File: src/rtl/light_sequencer.sv
// Traffic-light sequencer: green -> yellow -> red -> walk -> clear -> green.
// Phases are timed by a millisecond prescaler. Pedestrian presses are latched
// until the walk phase that serves them.
module light_sequencer #(
    parameter int C_CLK_FRQ   = 100000000,
    parameter int C_GREEN_MS  = 5000,
    parameter int C_YELLOW_MS = 2000,
    parameter int C_RED_MS    = 1000,
    parameter int C_WALK_MS   = 4000
) (
    input  logic       clk,
    input  logic       rst,
    input  logic [1:0] inPedestrian,
    output logic [1:0] outLight,
    output logic       outReqPending
);

    localparam int K      = C_CLK_FRQ / 1000;
    localparam int MAX_GY = (C_GREEN_MS > C_YELLOW_MS) ? C_GREEN_MS : C_YELLOW_MS;
    localparam int MAX_RW = (C_RED_MS > C_WALK_MS) ? C_RED_MS : C_WALK_MS;
    localparam int MAX_MS = (MAX_GY > MAX_RW) ? MAX_GY : MAX_RW;
    localparam int PW     = (K > 1) ? $clog2(K) : 1;
    // One extra count of headroom: green steps to C_GREEN_MS on expiry, then freezes.
    localparam int MW     = $clog2(MAX_MS + 1);

    localparam logic [PW-1:0] PRESC_LAST  = PW'(K - 1);
    localparam logic [MW-1:0] GREEN_LAST  = MW'(C_GREEN_MS - 1);
    localparam logic [MW-1:0] YELLOW_LAST = MW'(C_YELLOW_MS - 1);
    localparam logic [MW-1:0] RED_LAST    = MW'(C_RED_MS - 1);
    localparam logic [MW-1:0] WALK_LAST   = MW'(C_WALK_MS - 1);

    typedef enum logic [2:0] {
        S_RED, S_GREEN, S_YELLOW, S_WALK, S_CLEAR
    } state_t;

    state_t          state_q, state_d;
    logic [PW-1:0]   presc_q, presc_d;
    logic [MW-1:0]   ms_q, ms_d;
    logic            min_q, min_d;
    logic            req_q, req_d;
    logic [1:0]      light_q, light_d;

    logic            tick;
    logic            done;
    logic [MW-1:0]   last_ms;

    // Next state, phase timing, request latch and output code
    always_comb begin
        tick    = (presc_q == PRESC_LAST);
        last_ms = RED_LAST;
        case (state_q)
            S_GREEN:  last_ms = GREEN_LAST;
            S_YELLOW: last_ms = YELLOW_LAST;
            S_WALK:   last_ms = WALK_LAST;
            default:  last_ms = RED_LAST;
        endcase
        // done is true on the edge that ends the phase (D*K edges after entry)
        done = tick && (ms_q == last_ms);

        state_d = state_q;
        case (state_q)
            S_RED:    if (done) state_d = req_q ? S_WALK : S_GREEN;
            S_GREEN:  if ((min_q || done) && req_q) state_d = S_YELLOW;
            S_YELLOW: if (done) state_d = S_RED;
            S_WALK:   if (done) state_d = S_CLEAR;
            S_CLEAR:  if (done) state_d = S_GREEN;
            default:  state_d = S_RED;
        endcase

        presc_d = presc_q;
        ms_d    = ms_q;
        min_d   = min_q;
        if (state_d != state_q) begin
            presc_d = '0;
            ms_d    = '0;
            min_d   = 1'b0;
        end else if (!(state_q == S_GREEN && min_q)) begin
            // Held green with min time elapsed: counters freeze (saturate)
            presc_d = tick ? '0 : presc_q + 1'b1;
            ms_d    = tick ? ms_q + 1'b1 : ms_q;
            if (state_q == S_GREEN && done) min_d = 1'b1;
        end

        // Clearing on walk entry wins over a simultaneous press; presses
        // while walking are dropped.
        req_d = (state_d == S_WALK) ? 1'b0 : (req_q | (|inPedestrian));

        case (state_d)
            S_GREEN:  light_d = 2'b01;
            S_YELLOW: light_d = 2'b10;
            S_WALK:   light_d = 2'b11;
            default:  light_d = 2'b00;
        endcase
    end

    // State and output registers with synchronous reset
    always_ff @(posedge clk) begin
        if (rst) begin
            state_q <= S_RED;
            presc_q <= '0;
            ms_q    <= '0;
            min_q   <= 1'b0;
            req_q   <= 1'b0;
            light_q <= 2'b00;
        end else begin
            state_q <= state_d;
            presc_q <= presc_d;
            ms_q    <= ms_d;
            min_q   <= min_d;
            req_q   <= req_d;
            light_q <= light_d;
        end
    end

    assign outLight      = light_q;
    assign outReqPending = req_q;

endmodule

File: config.mk
export PLATFORM = sky130hd
export DESIGN_NAME = light_sequencer
export DESIGN_NICKNAME = d
export VERILOG_FILES = /design/src/rtl/light_sequencer.sv
export SDC_FILE = /design/constraint.sdc
export NUM_CORES = 1
export LEC_CHECK = 0
export BUFFER_PORTS_ARGS = -buffer_cell sky130_fd_sc_hd__buf_2
export CORE_MARGIN = 4
export CORE_UTILIZATION = 61
export DETAILED_ROUTE_END_ITERATION = 10
export GPL_TIMING_DRIVEN = 1
export PLACE_DENSITY = 0.79
export SLEW_MARGIN = 20
export SYNTH_ARGS = -nofsm -noshare
export SYNTH_HDL_FRONTEND = slang
export SYNTH_SLANG_ARGS = --single-unit
File: constraint.sdc
create_clock -name clk -period 3.16 [get_ports clk]
set_input_delay 0.158 -clock clk [delete_from_list [all_inputs] [get_ports clk]]
set_output_delay 0.158 -clock clk [all_outputs]
set_load 0.005 [all_outputs]
==> summary.md, run 1 <==
| Metric | Value |
|---|---|
| Num CTS Buffers | `5` |
| First-pass DRT Iterations | `4` |
| Pwr Total | `0.000775 W` |
| CP Class | `flip-flop to flip-flop` |
| Worst-Margin Slew | `0.701 ns` |
| CP arrival | `2.68 ns` |
| Hold endpoint | `state_q[2]$_SDFF_PP0_` |
| IO Pins | `7` |
| Sequential share of the synthesized area | `0.379` |
| Starting Density | `0.640` |
| Setup-failing EPs final | `0` |
| Tmin final | `2.44 ns` |
| Post-Layout Cell Count | `279` |
| Commonest non-fill, non-tap cell in the layout | `dfxtp_1` |
| Cell Area, Synth | `1950 um2` |
| # Post-CTS Setup Buffers | `0` |
| Diode count | `0` |
| WL/cell | `13.9 um` |
| H-tree levels | `2` |
| Reg2reg setup slack | `0.72 ns` |
| Count of pins over their slew limit | `0` |
| Max VDD drop | `215 uV` |
| CORE AREA | `3050 um2` |
| Vias | `1,677` |
| Crit-path most repeated cell | `or3_4` |
| Clk sinks | `37` |
| Clk buf depth | `2` |
| CTS root buf | `clkbuf_4` |
| Most frequent cells in the layout | `37 x dfxtp_1, 24 x xnor2_1, 20 x nor2_1, 19 x nand2_1, 19 x nor3_1` |
| Worst reg-to-reg path cell count | `5` |
| Hold Path Class | `input pin to flip-flop` |
| DP Cell Count | `271` |
| Drt first-iter violations | `98` |
| Ys flop type | `dfxtp_1` |
| Pleak | `0.585 nW` |
| Worst-case hold slack | `0.0656 ns` |
| Setup Total Neg Slack | `0 ns` |
| RSZ-0062 raised after global routing | `false` |
| Final nets | `240` |
| Hold path startpoint | `rst` |
| CP required | `3.40 ns` |
| Worst-path cell chain | `or4b_1, or3_4, or2_4, or3_4, a2111oi_2` |
| CP max FO | `14` |
| FF-to-FF End | `outReqPending$_SDFF_PP0_` |
| Setup ws final | `0.724 ns` |
| Netlist cell types | `42` |
| Port Buffers | `6` |
| Crit path buf inv count | `0` |
| Period utilisation layout | `0.771` |
| Vias in the first global route | `1,617` |
| Hold Path Depth | `2` |
| HPWL reported at the end of detailed placement | `2.76 mm` |
| Clk_lat worst skew | `0.33 ns` |
| Post-synth EDFFs | `0` |
| Power Density | `374 nW/um2` |
| GP Congestion | `0.845` |
| Clock-pin slew on the worst setup and hold paths | `0.11 ns` |
| Die Y-Extent | `64.6 um` |
| CP peak stage delay | `0.55 ns` |
| Row cnt | `20` |
| DRC | `0` |
| CP delay by family, top | `simple AND/OR/NAND/NOR gates` |
| Mapped Nets | `238` |
| Yosys warns | `0` |
| Post-synth top area share | `0.379` |
| Synth top area cells | `dfxtp_1 38%, xnor2_1 11%, nor3_1 4.9%, a211oi_1 4.6%, nor2_1 3.8%` |
| Element type at the critical path end | `flip-flop` |
| Post-cts resize count | `0` |
| Hold Fails Final Rpt | `0` |
| Antenna-violating nets left | `0` |
| Die Width | `64.6 um` |
| Die area | `4170 um2` |
| Via density | `6.01` |
| WL final | `3.89 mm` |
| Register bit count reported by yosys | `37` |
| RR Startpoint | `presc_q[6]$_SDFFE_PP0N_` |
| Final setup skew | `0.00421 ns` |
| Status | `finished, final reports clean` |
| CTS Hold Bufs | `0` |
| Share of layout cells above drive strength 1 | `0.111` |
| Max-cap violations | `0` |
| Synthesized area per cell | `8.42 um2` |
| Cells after Synth | `232` |
| CTS tree | `done` |
| FMAX | `410 MHz` |
| Startpoint Class | `flip-flop` |
| Critical-path top delay cell | `or4b_1` |
| Initial antenna violation count | `0` |
| Total grt overflow | `0` |
| Place WS | `0.750 ns` |
| Area Growth Syn to Fin | `5.95%` |
| Post-synth ARST share | `0` |
| Rel. slew slack | `0.533` |
| Global-route wire length before repair | `6.96 mm` |
| Pin count of the biggest net entering global routing | `32` |
| Global Route Usage Sum | `0.208` |
| Area leader, netlist | `dfxtp_1` |
-- layer usage --
metal  GRT usage  part of all wire  vias to the layer above
met2       0.360              0.49                       31
met3      0.0589             0.041                        5
met4      0.0792             0.013                        0
li1            -                 -                      852
met1       0.243              0.46                      789
met5           0                 0                        -
-- kinds of logic (layout without fill, tap and decap cells) --
| family | Yosys count | in the layout | share of synthesized area |
|---|---|---|---|
| simple gates | 111 | 111 | 0.313 |
| flops | 37 | 37 | 0.379 |
| compound gates | 35 | 35 | 0.131 |
| xor+xnor | 27 | 27 | 0.121 |
| buf+inv | 20 | 23 | 0.0429 |
| fa+ha+maj | 2 | 2 | 0.0128 |
-- flip-flops by register name, indices dropped and copies added (netlist names) --
register and cells:
outLight 2, outReqPending 1, ms_q 13, state_q 3
min_q 1, presc_q 17
-- metrics by stage --
step / util / cell area, um2
global route: 0.678 / 2070
global placement: 0.655 / 2000
detailed placement: 0.655 / 2000
finish: 0.678 / 2070
CTS: 0.678 / 2070
floorplan: - / 1950
-- cell usage after synthesis (all sizes together), types with 2 or more instances --
cell type,number
a32o,2
xnor2,24
nor4,10
a211oi,12
or4,3
nor3b,2
a221oi,2
dfxtp,37
nand2,19
and4,2
o21ai,5
a21oi,6
nand4,5
nor2,21
nor3,19
clkbuf,9
o21ba,2
or4b,2
nor4b,3
nand3,10
nand2b,4
ha,2
or3,5
xor2,3
inv,7
buf,4
and3,3
-- report_power, final --
part	internal, W	total (W)	leakage (nW)	switching [W]
Combinational	0.00000884	0.0000218	0.245	0.0000130
Sequential	0.000470	0.000474	0.299	0.00000412
Clock	0.000129	0.000279	0.0413	0.000150
-- worst reg2reg max path, stage by stage (launching register included) --
cell and delay, ns:
dfxtp_1 0.36, or4b_1 0.55, or3_4 0.47, or2_4 0.27, or3_4 0.40, a2111oi_2 0.29
-- worst max-delay path by stage --
stage | start | end | depth (start not counted)
final | presc_q[6]$_SDFFE_PP0N_ | outReqPending$_SDFF_PP0_ | 5
after detailed placement | presc_q[6]$_SDFFE_PP0N_ | outReqPending$_SDFF_PP0_ | 5
after global placement | presc_q[6]$_SDFFE_PP0N_ | outReqPending$_SDFF_PP0_ | 5
after floorplan | presc_q[6]$_SDFFE_PP0N_ | outReqPending$_SDFF_PP0_ | 5
after CTS | presc_q[6]$_SDFFE_PP0N_ | outReqPending$_SDFF_PP0_ | 5
after global routing | presc_q[6]$_SDFFE_PP0N_ | min_q$_SDFFE_PP0P_ | 5
-- final cells by class --
type	instances	area, um2
clock buffer	7	65.1
clock inverter	1	5.00
fill	269	982
inverter	7	26.3
multi-input combinational	175	1130
sequential	37	741
tap	44	55.1
timing repair buffer	8	45.0
Power figures use the tool's default switching activity.
==> inputs of run 2 (changes only) <==
CORE_UTILIZATION = 55   (was 61)
PLACE_DENSITY = 0.75   (was 0.79)
clock period = 2.1 ns   (was 3.16 ns; I/O delays follow)
==> run 2 against run 1 <==
The run now ends with setup timing left. Clock-buffer cell count is the same. Critical endpoint unchanged. Register-to-register slack lost 0.85 ns. Core utilization grew 8.4 points.
==> summary.md, run 2 (same netlist as run 1, synthesis figures left out) <==
| Metric | Value |
|---|---|
| Status | `finished with violations` |
| Violated checks | `setup timing` |
| H-tree levels | `2` |
| Clk_lat worst skew | `0.35 ns` |
| Finished Cell Area | `2580 um2` |
| Num CTS Buffers | `5` |
| Hold Path Class | `input pin to flip-flop` |
| Pleak | `0.972 nW` |
| IO Pins | `7` |
| Rel. slew slack | `0.669` |
| Crit-path most repeated cell | `or3_4` |
| Power Density | `496 nW/um2` |
| DRC | `0` |
| HPWL reported at the end of detailed placement | `3.04 mm` |
| Drt first-iter violations | `168` |
| Clk sinks | `37` |
| Post-Layout Cell Count | `313` |
| Setup ws final | `-0.127 ns` |
| FMAX | `449 MHz` |
| Placed cell areas | `2250 um2` |
| Tmin final | `2.23 ns` |
| Starting Density | `0.577` |
| Pwr Total | `0.00128 W` |
| Vias in the first global route | `1,719` |
| Met2 wire len | `2.33 mm` |
| Element type at the critical path end | `flip-flop` |
| CP Class | `flip-flop to flip-flop` |
| Hold Fails Final Rpt | `0` |
| Most frequent cells in the layout | `34 x dfxtp_1, 30 x buf_4, 24 x xnor2_1, 20 x nor2_1` |
| Area Growth Syn to Fin | `32.3%` |
| CP arrival | `2.49 ns` |
| DP Cell Count | `304` |
| CTS tree | `done` |
| Commonest non-fill, non-tap cell in the layout | `dfxtp_1` |
| Clk buf depth | `2` |
| Via density | `5.95` |
| WL met3 | `188 um` |
| Critical-path top delay cell | `or4b_4` |
| Worst reg-to-reg path cell count | `5` |
| Final setup skew | `0.00669 ns` |
| Die area | `4570 um2` |
| First-pass DRT Iterations | `4` |
| Startpoint Class | `flip-flop` |
| Diode count | `0` |
| Global Route Usage Sum | `0.220` |
| WL final | `4.88 mm` |
| Max-cap violations | `0` |
| Fill cells | `231` |
| Worst-Margin Slew | `0.495 ns` |
| Period utilisation layout | `1.06` |
| Highest metal used | `met4` |
| Antenna-violating nets left | `0` |
| Die Width | `67.6 um` |
| Die Y-Extent | `67.6 um` |
| Count of pins over their slew limit | `0` |
| CP peak stage delay | `0.53 ns` |
| CORE AREA | `3390 um2` |
| Setup-failing EPs final | `4` |
| Leading registers by flop count | `presc_q: 17 flops, ms_q: 13 flops, state_q: 3 flops` |
| Pin count of the biggest net entering global routing | `32` |
| Share of layout cells above drive strength 1 | `0.300` |
| Worst-path cell chain | `or4b_4, or3_4, or2_4, or3_4, a2111oi_4` |
| Final nets | `272` |
| RSZ-0062 raised after global routing | `true` |
| Largest Register | `presc_q` |
| Final Core Density | `0.763` |
| Vias | `1,863` |
| Global-route wire length before repair | `7.64 mm` |
| Hold Path Depth | `3` |
| Largest register FFs | `17` |
| CP max FO | `3` |
| GP Congestion | `0.782` |
| CTS root buf | `clkbuf_4` |
| WL/cell | `15.6 um` |
| Port Buffers | `6` |
| Total grt overflow | `0` |
| Row cnt | `21` |
| Initial antenna violation count | `0` |
| Wire length on met1 | `2.26 mm` |
| Max VDD drop | `352 uV` |
| CP required | `2.36 ns` |
| Clock-pin slew on the worst setup and hold paths | `0.11 ns` |
==> run 2: changes by cell type in the layout (fill, tap and decap cells not counted), sizes merged <==
cell         delta
buf            +31
bufinv          +1
clkinv          -1
dlygate4sd3     +1
==> run 2: routing by layer <==
layer,global-route usage,vias up
met4,0.0962,0
met5,0,-
met3,0.0416,12
met2,0.351,46
li1,-,917
met1,0.288,888
==> run 2: where the power goes <==
group	internal, W	leakage (nW)	switching, W
clock network	0.000284	0.0455	0.000245
logic	0.0000169	0.626	0.0000231
registers	0.000708	0.300	0.00000606
total	0.00101	0.972	0.000274
==> run 2: per-stage QoR <==
| stage | worst slack, ns | setup TNS (ns) | hold WS, ns |
|---|---|---|---|
| after floorplan | -0.0886 | -0.256 | 0.174 |
| final | -0.127 | -0.371 | 0.181 |
| after global placement | -0.0887 | -0.423 | 0.369 |
| after CTS | -0.116 | -0.441 | 0.175 |
| after detailed placement | -0.150 | -0.700 | 0.375 |
| after global routing | -0.165 | -0.682 | 0.190 |
==> run 2: final timing paths <==
| check | endpoint | slack [ns] | startpoint |
|---|---|---|---|
| setup reg to reg | outReqPending$_SDFF_PP0_ | -0.13 | presc_q[12]$_SDFFE_PP0N_ |
| hold / removal | outReqPending$_SDFF_PP0_ | 0.18 | inPedestrian[0] |
| hold reg to reg | presc_q[1]$_SDFFE_PP0N_ | 0.48 | presc_q[1]$_SDFFE_PP0N_ |
| setup / recovery | outReqPending$_SDFF_PP0_ | -0.13 | presc_q[12]$_SDFFE_PP0N_ |
==> run 2: critical path: cells and delay by family, from the launching register on <==
kind             cells  cell delay (ns)
AND/OR/NAND/NOR      4             1.53
flip-flops           1             0.34
AO/OA/AOI/OAI        1             0.28
==> run 2: area by class of cell <==
cell class | instances | area, um2 | area share
multi-input cells | 175 | 1360 | 0.528
clock inverters | 1 | 30.0 | 0.0116
repair buffers | 40 | 308 | 0.119
flip-flops and latches | 37 | 744 | 0.288
clock buffers | 7 | 55.1 | 0.0213
well taps | 46 | 57.6 | 0.0223
inverters | 7 | 26.3 | 0.0102
==> run 2: timing repair <==
action / CTS / global route
pin swaps: 3 / 22
buffers inserted: 0 / 1
gates resized for setup: 19 / 21
endpoints found under the setup margin: 15 / 27
hold endpoints to repair: 1 / 0
hold buffers: 1 / 0
==> inputs of run 3 (changes only) <==
TNS_END_PERCENT = 20   (was not set)
==> run 3 against run 2 <==
The flow still finishes with violations (setup timing). Power is 12% lower. Sequential power hardly changed. Highest routed layer unchanged. Sequential share of layout area is 1.1 points higher. Die area stayed put. Hold slack worse by 0.14 ns. Non-clock buffer count is 1 lower. Register-to-register slack worse by 0.02 ns. Critical path depth stayed put. Clock power is 30% lower. Fmax is 0.92% lower. Core utilization is 3.0 points lower.
==> summary.md, run 3 (same netlist as run 1, synthesis figures left out) <==
| Metric | Value |
|---|---|
| CORE AREA | `3390 um2` |
| First-pass DRT Iterations | `5` |
| Total grt overflow | `0` |
| Diode count | `0` |
| IO Pins | `7` |
| Tmin final | `2.25 ns` |
| CTS root buf | `clkbuf_4` |
| WL/cell | `16.2 um` |
| Hold Path Class | `input pin to flip-flop` |
| Max-cap violations | `0` |
| CP arrival | `2.49 ns` |
| Rel. slew slack | `0.602` |
| Num CTS Buffers | `5` |
| Row cnt | `21` |
| Starting Density | `0.577` |
| Clock-pin slew on the worst setup and hold paths | `0.11 ns` |
| Commonest non-fill, non-tap cell in the layout | `dfxtp_1` |
| Clk buf depth | `2` |
| Setup-failing EPs final | `8` |
| Clk_lat worst skew | `0.34 ns` |
| Die area | `4570 um2` |
| RSZ-0062 raised after global routing | `true` |
| Element type at the critical path end | `flip-flop` |
| Most frequent cells in the layout | `35 x dfxtp_1, 32 x buf_4, 24 x xnor2_1, 20 x nor2_1, 19 x nand2_1` |
| Fill cells | `245` |
| Pleak | `0.859 nW` |
| CP startpoint | `presc_q[12]$_SDFFE_PP0N_` |
| Max VDD drop | `380 uV` |
| Crit path capture | `outReqPending$_SDFF_PP0_` |
| Setup ws final | `-0.147 ns` |
| Antenna-violating nets left | `0` |
| DP Cell Count | `305` |
| Pin count of the biggest net entering global routing | `23` |
| Largest Register | `presc_q` |
| Period utilisation layout | `1.07` |
| HPWL reported at the end of detailed placement | `3.24 mm` |
| CTS tree | `done` |
| Global Route Usage Sum | `0.251` |
| WL final | `5.06 mm` |
| Power Density | `453 nW/um2` |
| CTS Hold Bufs | `0` |
| Largest register FFs | `17` |
| Area Growth Syn to Fin | `27.1%` |
| Reg2reg setup slack | `-0.15 ns` |
| Hold Fails Final Rpt | `0` |
| Setup Total Neg Slack | `-0.571 ns` |
| Violated checks | `setup timing` |
| Leading registers by flop count | `presc_q: 17 flops, ms_q: 13 flops, state_q: 3 flops` |
| Die Width | `67.6 um` |
| Global-route wire length before repair | `8.55 mm` |
| Post-Layout Cell Count | `312` |
| DRC | `0` |
| Worst reg-to-reg path cell count | `5` |
| RR Startpoint | `presc_q[12]$_SDFFE_PP0N_` |
| Drt first-iter violations | `160` |
| FMAX | `445 MHz` |
| H-tree levels | `2` |
| GP Congestion | `0.785` |
| Status | `finished with violations` |
| Port Buffers | `6` |
| Worst-Margin Slew | `0.597 ns` |
| FF-to-FF End | `outReqPending$_SDFF_PP0_` |
| Worst-case hold slack | `0.0406 ns` |
| CP Class | `flip-flop to flip-flop` |
| Vias | `1,853` |
| Initial antenna violation count | `0` |
| Die Y-Extent | `67.6 um` |
| Clk sinks | `37` |
| Footprint of the multi-input gates | `1320 um2` |
| Final nets | `271` |
| Share of layout cells above drive strength 1 | `0.286` |
| FF+latch area | `743 um2` |
| CP max FO | `3` |
| Vias in the first global route | `1,833` |
| Startpoint Class | `flip-flop` |
| Final setup skew | `0.00821 ns` |
| CP required | `2.35 ns` |
| Count of pins over their slew limit | `0` |
| Via density | `5.94` |
## run 3: cell count changes in the layout (fill, tap and decap cells not counted), sizes merged
cell and delta:
clkbuf -1, clkinv +2, bufinv -1, dlygate4sd3 -1
## run 3: what timing repair did
action / in CTS / in global routing
setup endpoints to repair: 19 / 27
resized for setup: 17 / 12
setup buffers: 0 / 0
pin swaps: 4 / 11
## run 3: per-stage QoR
step                      worst slack [ns]  cell area (um2)  utilization  power, W
after CTS                           -0.139             2420        0.713   0.00113
after global routing                -0.215             2480        0.733   0.00117
final                               -0.147             2480        0.733   0.00112
after global placement             -0.0881             2260        0.666  0.000767
after floorplan                    -0.0886             1960            -  0.000750
after detailed placement            -0.160             2260        0.666  0.000768
## run 3: critical path, cell delays in order (launching register included)
cell,delay [ns]
dfxtp_2,0.34
or4b_4,0.54
or3_4,0.40
or2_4,0.24
or3_4,0.36
a2111oi_4,0.28
## run 3: per-layer routing
layer | track usage | vias up | share of wire
met2 | 0.429 | 55 | 0.49
met3 | 0.0649 | 13 | 0.043
met1 | 0.296 | 875 | 0.44
li1 | - | 910 | -
met4 | 0.104 | 0 | 0.023
met5 | 0 | - | 0
## run 3: cell type report
cell class | instances | share of cell area
inverters | 7 | 0.0106
repair buffers | 39 | 0.117
flip-flops and latches | 37 | 0.299
multi-input cells | 175 | 0.529
well taps | 46 | 0.0232
clock buffers | 6 | 0.0166
clock inverters | 2 | 0.00403
## run 3: worst min-delay path by stage
stage	cells after the start	startpoint	slack, ns	endpoint
6_report	2	rst	0.04	outReqPending$_SDFF_PP0_
5_1_grt	2	rst	0.03	outReqPending$_SDFF_PP0_
4_1_cts	2	rst	0.02	outReqPending$_SDFF_PP0_
3_5_place_dp	2	rst	0.38	state_q[2]$_SDFF_PP0_
3_3_place_gp	2	rst	0.37	state_q[2]$_SDFF_PP0_
2_1_floorplan	1	rst	0.17	outReqPending$_SDFF_PP0_
## run 3: power by group
part | internal, W | switching, W | total (W)
Sequential | 0.000708 | 0.00000673 | 0.000714
Clock | 0.000128 | 0.000240 | 0.000368
Combinational | 0.0000172 | 0.0000244 | 0.0000417
